## config.mk

```make
export PLATFORM = sky130hd
export DESIGN_NAME = serial_pattern_tx_flat
export DESIGN_NICKNAME = d
export VERILOG_FILES = /design/src/rtl/serial_pattern_tx_pkg.sv /design/src/rtl/serial_pattern_tx_if.sv /design/src/rtl/serial_pattern_tx_fall_edge_counter.sv /design/src/rtl/serial_pattern_tx.sv /design/src/flat_wrapper.sv
export SDC_FILE = /design/constraint.sdc
export NUM_CORES = 1
export LEC_CHECK = 0
export CORE_MARGIN = 2
export CORE_UTILIZATION = 55
export DETAILED_ROUTE_END_ITERATION = 16
export PLACE_DENSITY = 0.92
export SYNTH_ARGS = -nofsm -noshare
export SYNTH_HDL_FRONTEND = slang
export SYNTH_HIERARCHICAL = 1
export SYNTH_SLANG_ARGS = --single-unit
```

## constraint.sdc

```tcl
create_clock -name CLK -period 5.81 [get_ports CLK]
set_input_delay 1.743 -clock CLK [delete_from_list [all_inputs] [get_ports CLK]]
set_output_delay 1.743 -clock CLK [all_outputs]
set_load 0.01 [all_outputs]
```

## src/rtl/serial_pattern_tx_pkg.sv

```systemverilog
// -----------------------------------------------------------------------------
// serial_pattern_tx_pkg
//
// Shared definitions for the serial pattern transmitter slice:
//   - default values for the WIDTH / GAP / CNT_W parameters
//   - FSM state encoding constants (IDLE, SHIFT, GAP)
//   - small helper functions used by the top level
//
// No ports (package).
// -----------------------------------------------------------------------------
package serial_pattern_tx_pkg;

    // Default parameter values shared by the top, the interface and the
    // fall edge counter so every instance agrees unless overridden.
    localparam int DEF_WIDTH = 8;
    localparam int DEF_GAP   = 2;
    localparam int DEF_CNT_W = 16;

    // Gap counter is sized for the largest legal GAP (15).
    localparam int GAP_CNT_W = 4;

    // FSM state encoding. Kept as plain constants so older code that
    // compares against raw 2-bit values keeps working.
    typedef logic [1:0] state_t;

    localparam logic [1:0] ST_IDLE  = 2'd0;
    localparam logic [1:0] ST_SHIFT = 2'd1;
    localparam logic [1:0] ST_GAP   = 2'd2;

    // True when the FSM is able to take a new word.
    function automatic logic state_accepts(input state_t s);
        return (s == ST_IDLE);
    endfunction

    // True when the FSM is driving a data bit onto the serial line.
    function automatic logic state_drives_data(input state_t s);
        return (s == ST_SHIFT);
    endfunction

endpackage

```

## src/rtl/serial_pattern_tx_if.sv

```systemverilog
// -----------------------------------------------------------------------------
// serial_pattern_tx_if
//
// Bundles the word-input handshake and the serial output of the transmitter.
//
// Signals:
//   DIN        [WIDTH-1:0]  parallel word to transmit        (master -> slave)
//   DIN_VALID               DIN holds a word                 (master -> slave)
//   DIN_READY               transmitter can take a word      (slave -> master)
//   SOUT                    serial data line, idle low       (slave -> master)
//   SOUT_VALID              SOUT carries a data bit          (slave -> master)
//
// Modports:
//   master  - the word producer / line observer
//   slave   - the transmitter
// -----------------------------------------------------------------------------
interface serial_pattern_tx_if
    import serial_pattern_tx_pkg::*;
#(
    parameter int WIDTH = DEF_WIDTH
);

    logic [WIDTH-1:0] DIN;
    logic             DIN_VALID;
    logic             DIN_READY;
    logic             SOUT;
    logic             SOUT_VALID;

    modport master (
        output DIN,
        output DIN_VALID,
        input  DIN_READY,
        input  SOUT,
        input  SOUT_VALID
    );

    modport slave (
        input  DIN,
        input  DIN_VALID,
        output DIN_READY,
        output SOUT,
        output SOUT_VALID
    );

endinterface

```

## src/rtl/serial_pattern_tx_fall_edge_counter.sv

```systemverilog
// -----------------------------------------------------------------------------
// fall_edge_counter
//
// Counts 1->0 transitions on a serial bit stream. The count moves in the
// cycle after the line has dropped, and wraps modulo 2^CNT_W.
// Written to be reusable on the receiving/detector side as well.
//
// Ports:
//   CLK        clock, rising edge
//   RST        synchronous reset, active low
//   serial_in  serial bit being watched
//   count      [CNT_W-1:0] running number of falling transitions
// -----------------------------------------------------------------------------
module fall_edge_counter
    import serial_pattern_tx_pkg::*;
#(
    parameter int CNT_W = DEF_CNT_W
) (
    input  logic             CLK,
    input  logic             RST,
    input  logic             serial_in,
    output logic [CNT_W-1:0] count
);

    logic             prev_reg;
    logic [CNT_W-1:0] count_reg;
    logic [CNT_W-1:0] count_next;

    // A fall is "last cycle high, this cycle low". Because prev_reg is
    // cleared by reset, a drop that reset itself forces on the line is
    // never seen as a fall.
    always_comb begin
        count_next = count_reg;
        if (prev_reg && !serial_in) begin
            count_next = count_reg + CNT_W'(1);
        end
    end

    always_ff @(posedge CLK) begin
        if (!RST) begin
            prev_reg  <= 1'b0;
            count_reg <= '0;
        end else begin
            prev_reg  <= serial_in;
            count_reg <= count_next;
        end
    end

    assign count = count_reg;

endmodule

```

## src/rtl/serial_pattern_tx.sv

```systemverilog
// -----------------------------------------------------------------------------
// serial_pattern_tx
//
// Parallel-to-serial transmitter. A word accepted through the bus handshake
// is shifted out MSB first, one bit per cycle, followed by GAP idle-low
// cycles before the next word may be taken. A running count of falling
// transitions on the serial line is kept alongside.
//
// Parameters:
//   WIDTH  bits per word (2..32)
//   GAP    idle-low cycles after each word (0..15)
//   CNT_W  width of FALL_CNT
//
// Ports:
//   CLK       clock, rising edge
//   RST       synchronous reset, active low
//   bus       serial_pattern_tx_if.slave (DIN, DIN_VALID, DIN_READY,
//             SOUT, SOUT_VALID)
//   BUSY      high while a word is being shifted or in its gap
//   FALL_CNT  [CNT_W-1:0] count of 1->0 transitions on SOUT since reset
// -----------------------------------------------------------------------------
module serial_pattern_tx
    import serial_pattern_tx_pkg::*;
#(
    parameter int WIDTH = DEF_WIDTH,
    parameter int GAP   = DEF_GAP,
    parameter int CNT_W = DEF_CNT_W
) (
    input  logic             CLK,
    input  logic             RST,
    serial_pattern_tx_if.slave bus,
    output logic             BUSY,
    output logic [CNT_W-1:0] FALL_CNT
);

    localparam int BIT_W = $clog2(WIDTH);

    // Index of the last data bit within a word, and of the last gap cycle.
    localparam logic [BIT_W-1:0]     BIT_LAST = BIT_W'(WIDTH - 1);
    localparam logic [GAP_CNT_W-1:0] GAP_LAST = GAP_CNT_W'((GAP > 0) ? GAP - 1 : 0);

    state_t               state_reg,   state_next;
    logic [WIDTH-1:0]     shift_reg,   shift_next;
    logic [BIT_W-1:0]     bit_cnt_reg, bit_cnt_next;
    logic [GAP_CNT_W-1:0] gap_cnt_reg, gap_cnt_next;

    logic ready;
    logic sout_bit;
    logic sout_valid;

    // -------------------------------------------------------------------------
    // Next-state logic
    // -------------------------------------------------------------------------
    always_comb begin
        state_next   = state_reg;
        shift_next   = shift_reg;
        bit_cnt_next = bit_cnt_reg;
        gap_cnt_next = gap_cnt_reg;

        case (state_reg)
            ST_IDLE: begin
                // DIN/DIN_VALID are only looked at here, so changes while
                // a word is in flight cannot disturb the line.
                if (bus.DIN_VALID) begin
                    shift_next   = bus.DIN;
                    bit_cnt_next = '0;
                    state_next   = ST_SHIFT;
                end
            end

            ST_SHIFT: begin
                // The MSB of shift_reg is always the bit on the line, so
                // shift every SHIFT cycle. After the last bit the register
                // has shifted itself back to zero.
                shift_next = {shift_reg[WIDTH-2:0], 1'b0};
                if (bit_cnt_reg == BIT_LAST) begin
                    gap_cnt_next = '0;
                    state_next   = (GAP == 0) ? ST_IDLE : ST_GAP;
                end else begin
                    bit_cnt_next = bit_cnt_reg + BIT_W'(1);
                end
            end

            ST_GAP: begin
                if (gap_cnt_reg == GAP_LAST) begin
                    state_next = ST_IDLE;
                end else begin
                    gap_cnt_next = gap_cnt_reg + GAP_CNT_W'(1);
                end
            end

            default: begin
                // Unused encoding: fall back to a clean idle.
                state_next   = ST_IDLE;
                shift_next   = '0;
                bit_cnt_next = '0;
                gap_cnt_next = '0;
            end
        endcase
    end

    // -------------------------------------------------------------------------
    // State registers
    // -------------------------------------------------------------------------
    always_ff @(posedge CLK) begin
        if (!RST) begin
            state_reg   <= ST_IDLE;
            shift_reg   <= '0;
            bit_cnt_reg <= '0;
            gap_cnt_reg <= '0;
        end else begin
            state_reg   <= state_next;
            shift_reg   <= shift_next;
            bit_cnt_reg <= bit_cnt_next;
            gap_cnt_reg <= gap_cnt_next;
        end
    end

    // -------------------------------------------------------------------------
    // Outputs: decoded purely from registered state, so nothing on the input
    // side of the handshake reaches an output in the same cycle.
    // -------------------------------------------------------------------------
    assign ready      = state_accepts(state_reg);
    assign sout_valid = state_drives_data(state_reg);
    assign sout_bit   = sout_valid & shift_reg[WIDTH-1];

    assign bus.DIN_READY  = ready;
    assign bus.SOUT       = sout_bit;
    assign bus.SOUT_VALID = sout_valid;
    assign BUSY           = ~ready;

    // -------------------------------------------------------------------------
    // Falling transition counter on the serial line
    // -------------------------------------------------------------------------
    fall_edge_counter #(
        .CNT_W (CNT_W)
    ) u_fall_cnt (
        .CLK       (CLK),
        .RST       (RST),
        .serial_in (sout_bit),
        .count     (FALL_CNT)
    );

endmodule

```

## src/flat_wrapper.sv

```systemverilog
// flat-port wrapper written by rule: the top's interface ports become plain ports
module serial_pattern_tx_flat import serial_pattern_tx_pkg::*;
#(
    parameter int WIDTH = DEF_WIDTH,
    parameter int GAP   = DEF_GAP,
    parameter int CNT_W = DEF_CNT_W
)
  (CLK, RST, BUSY, FALL_CNT, bus_DIN, bus_DIN_VALID, bus_DIN_READY, bus_SOUT, bus_SOUT_VALID);
  serial_pattern_tx_if #(.WIDTH(WIDTH)) bus_i ();
  input  logic CLK;
  input  logic RST;
  output logic BUSY;
  output logic [CNT_W-1:0] FALL_CNT;
  input wire logic [$bits(bus_i.DIN)-1:0] bus_DIN;
  input wire logic [$bits(bus_i.DIN_VALID)-1:0] bus_DIN_VALID;
  output wire logic [$bits(bus_i.DIN_READY)-1:0] bus_DIN_READY;
  output wire logic [$bits(bus_i.SOUT)-1:0] bus_SOUT;
  output wire logic [$bits(bus_i.SOUT_VALID)-1:0] bus_SOUT_VALID;
  assign bus_i.DIN = bus_DIN;
  assign bus_i.DIN_VALID = bus_DIN_VALID;
  assign bus_DIN_READY = bus_i.DIN_READY;
  assign bus_SOUT = bus_i.SOUT;
  assign bus_SOUT_VALID = bus_i.SOUT_VALID;
  serial_pattern_tx #(.WIDTH(WIDTH), .GAP(GAP), .CNT_W(CNT_W)) u_core (.CLK(CLK), .RST(RST), .bus(bus_i), .BUSY(BUSY), .FALL_CNT(FALL_CNT));
endmodule
```

==> results.tsv <==
metric	value	unit
worst rel slew slack	58.6	%
Lkg Pwr	0.718	nW
CTS sink cnt	34	
Detailed Place HPWL	2.37	mm
vias in the first global route	1388	
outcome	finished, violations left	
Starting Density	59.2	%
Final Max Slew Viols	0	
number of flops mapped to enable cells by yosys	0	
worst slew pin tran	620	ps
Post-synth ARST share	0	%
Max Cap Viol	0	
CP arrival	2410	ps
# rows	19	
CP Launch Type	register	
PwrDens	207	nW/um^2
Post-Syn Area per Cell	8.74	sq um
Hold Path Class	register to register	
cell area after synthesis	1660	sq um
Worst Path Required	4070	ps
worst skew pair latency	340	ps
final antenna-violating net count	0	
# Post-CTS Setup Buffers	0	
final net count	233	
CTS-repair resized insts	0	
gpl congestion	0.820	
Vias/cell	5.86	
CTS Hold Bufs	0	
Worst Setup End Kind	primary output	
largest net degree at the start of global routing	21	
WHS	468	ps
die area	3470	sq um
Top-Level Pins	31	
DR pass1 iterations	12	
share of layout cells above drive strength 1	5.50	%
Yosys reg bits	34	
Post-synth top flop	dfxtp_1	
minimum clock period	4150	ps
max FFs per register	16	
H-tree depth	2	
per-cell routed wire length	13.0	um
skew final	13.1	ps
via count	1460	
failing checks	design-rule violations	
Chip Height	58.9	um
slowest stage cell on the critical path	dfxtp_1	
Max Root-Sink Buffers	2	
CTS tree	done	
initial antenna violation count	0	
DRT Wirelength	3.24	mm
Seq/Total Area, Yosys	41.0	%
DRC	1	
Fin Setup TNS	0	ps
R2R depth	6	
Slowest Stage Delay on Critical Path	650	ps
syn_nets	206	
first-pass GRT wire length	5.79	mm
area delta synth->final	19.7	%
Hold Path Depth	2	
die width	58.9	um
Setup-failing EPs final	0	
Max Fclk	241	MHz
Port Buf Inserts	30	
Root Driver	clkbuf_4	
cells after synthesis	190	
WS Path Type	register to primary output	
Max FO, Critical Path	20	
unrepaired setup endpoints after global routing	no	
maximum vdd drop	0.158	mV
Total GRT Usage	21.5	%
CP Cell Sequence	nor2b_1, and2_1, clkdlybuf4s50_1	
Tcrit/Tclk final	71.5	%
drt initial violations	34	
grt ovf	0	
Yosys cell types	47	
ANT cells	0	
CTS Buf Count	5	
Clk pin slew, worst setup/hold paths	100	ps
Yosys warning count	6	
core area	2810	sq um
number of hold violations in the final report	0	
## layer usage
metal / share of wire, % / routed length, um / global-route usage [%]
met5: 0 / 0 / 0
met4: 1.3 / 42 / 6.49
met3: 4.5 / 146 / 6.37
met2: 50 / 1630 / 38.7
met1: 44 / 1430 / 24.3
## critical path, delay by kind of cell (launching register included)
family,cells,cell delay [ps]
buffers and inverters,1,550
DFF,1,650
and+or+nand+nor,2,880
## power breakdown
part / internal, mW / switching, mW / leakage, nW / total (mW)
registers: 0.238 / 0.00485 / 0.276 / 0.243
clock network: 0.0586 / 0.0769 / 0.0353 / 0.135
logic: 0.0165 / 0.0163 / 0.407 / 0.0328
total: 0.313 / 0.0980 / 0.718 / 0.411
## placed cells by master, fill, tap and decap left out, types with 6 or more instances in the layout
master            n
clkdlybuf4s50_1  30
a31oi_1           6
nand2_1          20
a21oi_1          10
nand3_1          13
o21ai_0           8
nor2_1           19
inv_1             6
dfxtp_1          34
xor2_1            6
## logic make-up after synthesis
logic type      share of synthesized area, %
simple gates                            27.7
compound gates                          15.1
flops                                   41.0
buf+inv                                 5.95
xor+xnor                                5.80
fa+ha+maj                               3.77
mux                                    0.603
## cell type report
| class | count | area [sq um] |
|---|---|---|
| inverter | 7 | 26.3 |
| clock inverter | 1 | 5.00 |
| clock buffer | 7 | 55.1 |
| multi-input combinational | 139 | 881 |
| timing repair buffer | 30 | 300 |
| sequential | 34 | 681 |
| tap | 31 | 38.8 |
| fill | 230 | 818 |
## synthesized netlist by cell type, types with 3 or more instances
cell,n,area [sq um]
a21oi_1,10,50.1
inv_1,6,22.5
and2_1,3,18.8
nand2_1,20,75.1
a31oi_1,6,37.5
nand4_1,5,31.3
nor2b_1,5,31.3
dfxtp_1,34,681
xor2_1,6,52.6
xnor2_1,5,43.8
clkbuf_1,3,11.3
ha_1,5,62.6
o21ai_0,8,40.0
buf_2,3,15.0
a32o_1,3,30.0
nor2_1,19,71.3
nand3_1,13,65.1
## final timing paths
check | start | to | slack (ps)
setup / recovery | u_core/state_reg[0]$_SDFFE_PN0P_ | bus_SOUT | 1660
hold reg to reg | u_core/shift_reg[0]$_SDFFE_PN0P_ | u_core/shift_reg[0]$_SDFFE_PN0P_ | 470
hold / removal | u_core/shift_reg[0]$_SDFFE_PN0P_ | u_core/shift_reg[0]$_SDFFE_PN0P_ | 470
setup reg to reg | u_core/state_reg[1]$_SDFFE_PN0P_ | u_core/u_fall_cnt/count[14]$_SDFFE_PN0P_ | 3380
## stage by stage
step	util [%]	instances	instance area (sq um)	power [mW]	setup slack [ps]
finish	70.8	249	1990	0.411	1660
global route	70.8	249	1990	0.431	1440
floorplan	-	190	1660	0.268	3100
CTS	70.8	249	1990	0.416	1620
detailed placement	68.7	241	1930	0.281	2040
global placement	68.7	241	1930	0.280	2080
(Power assumes the default switching activity.)
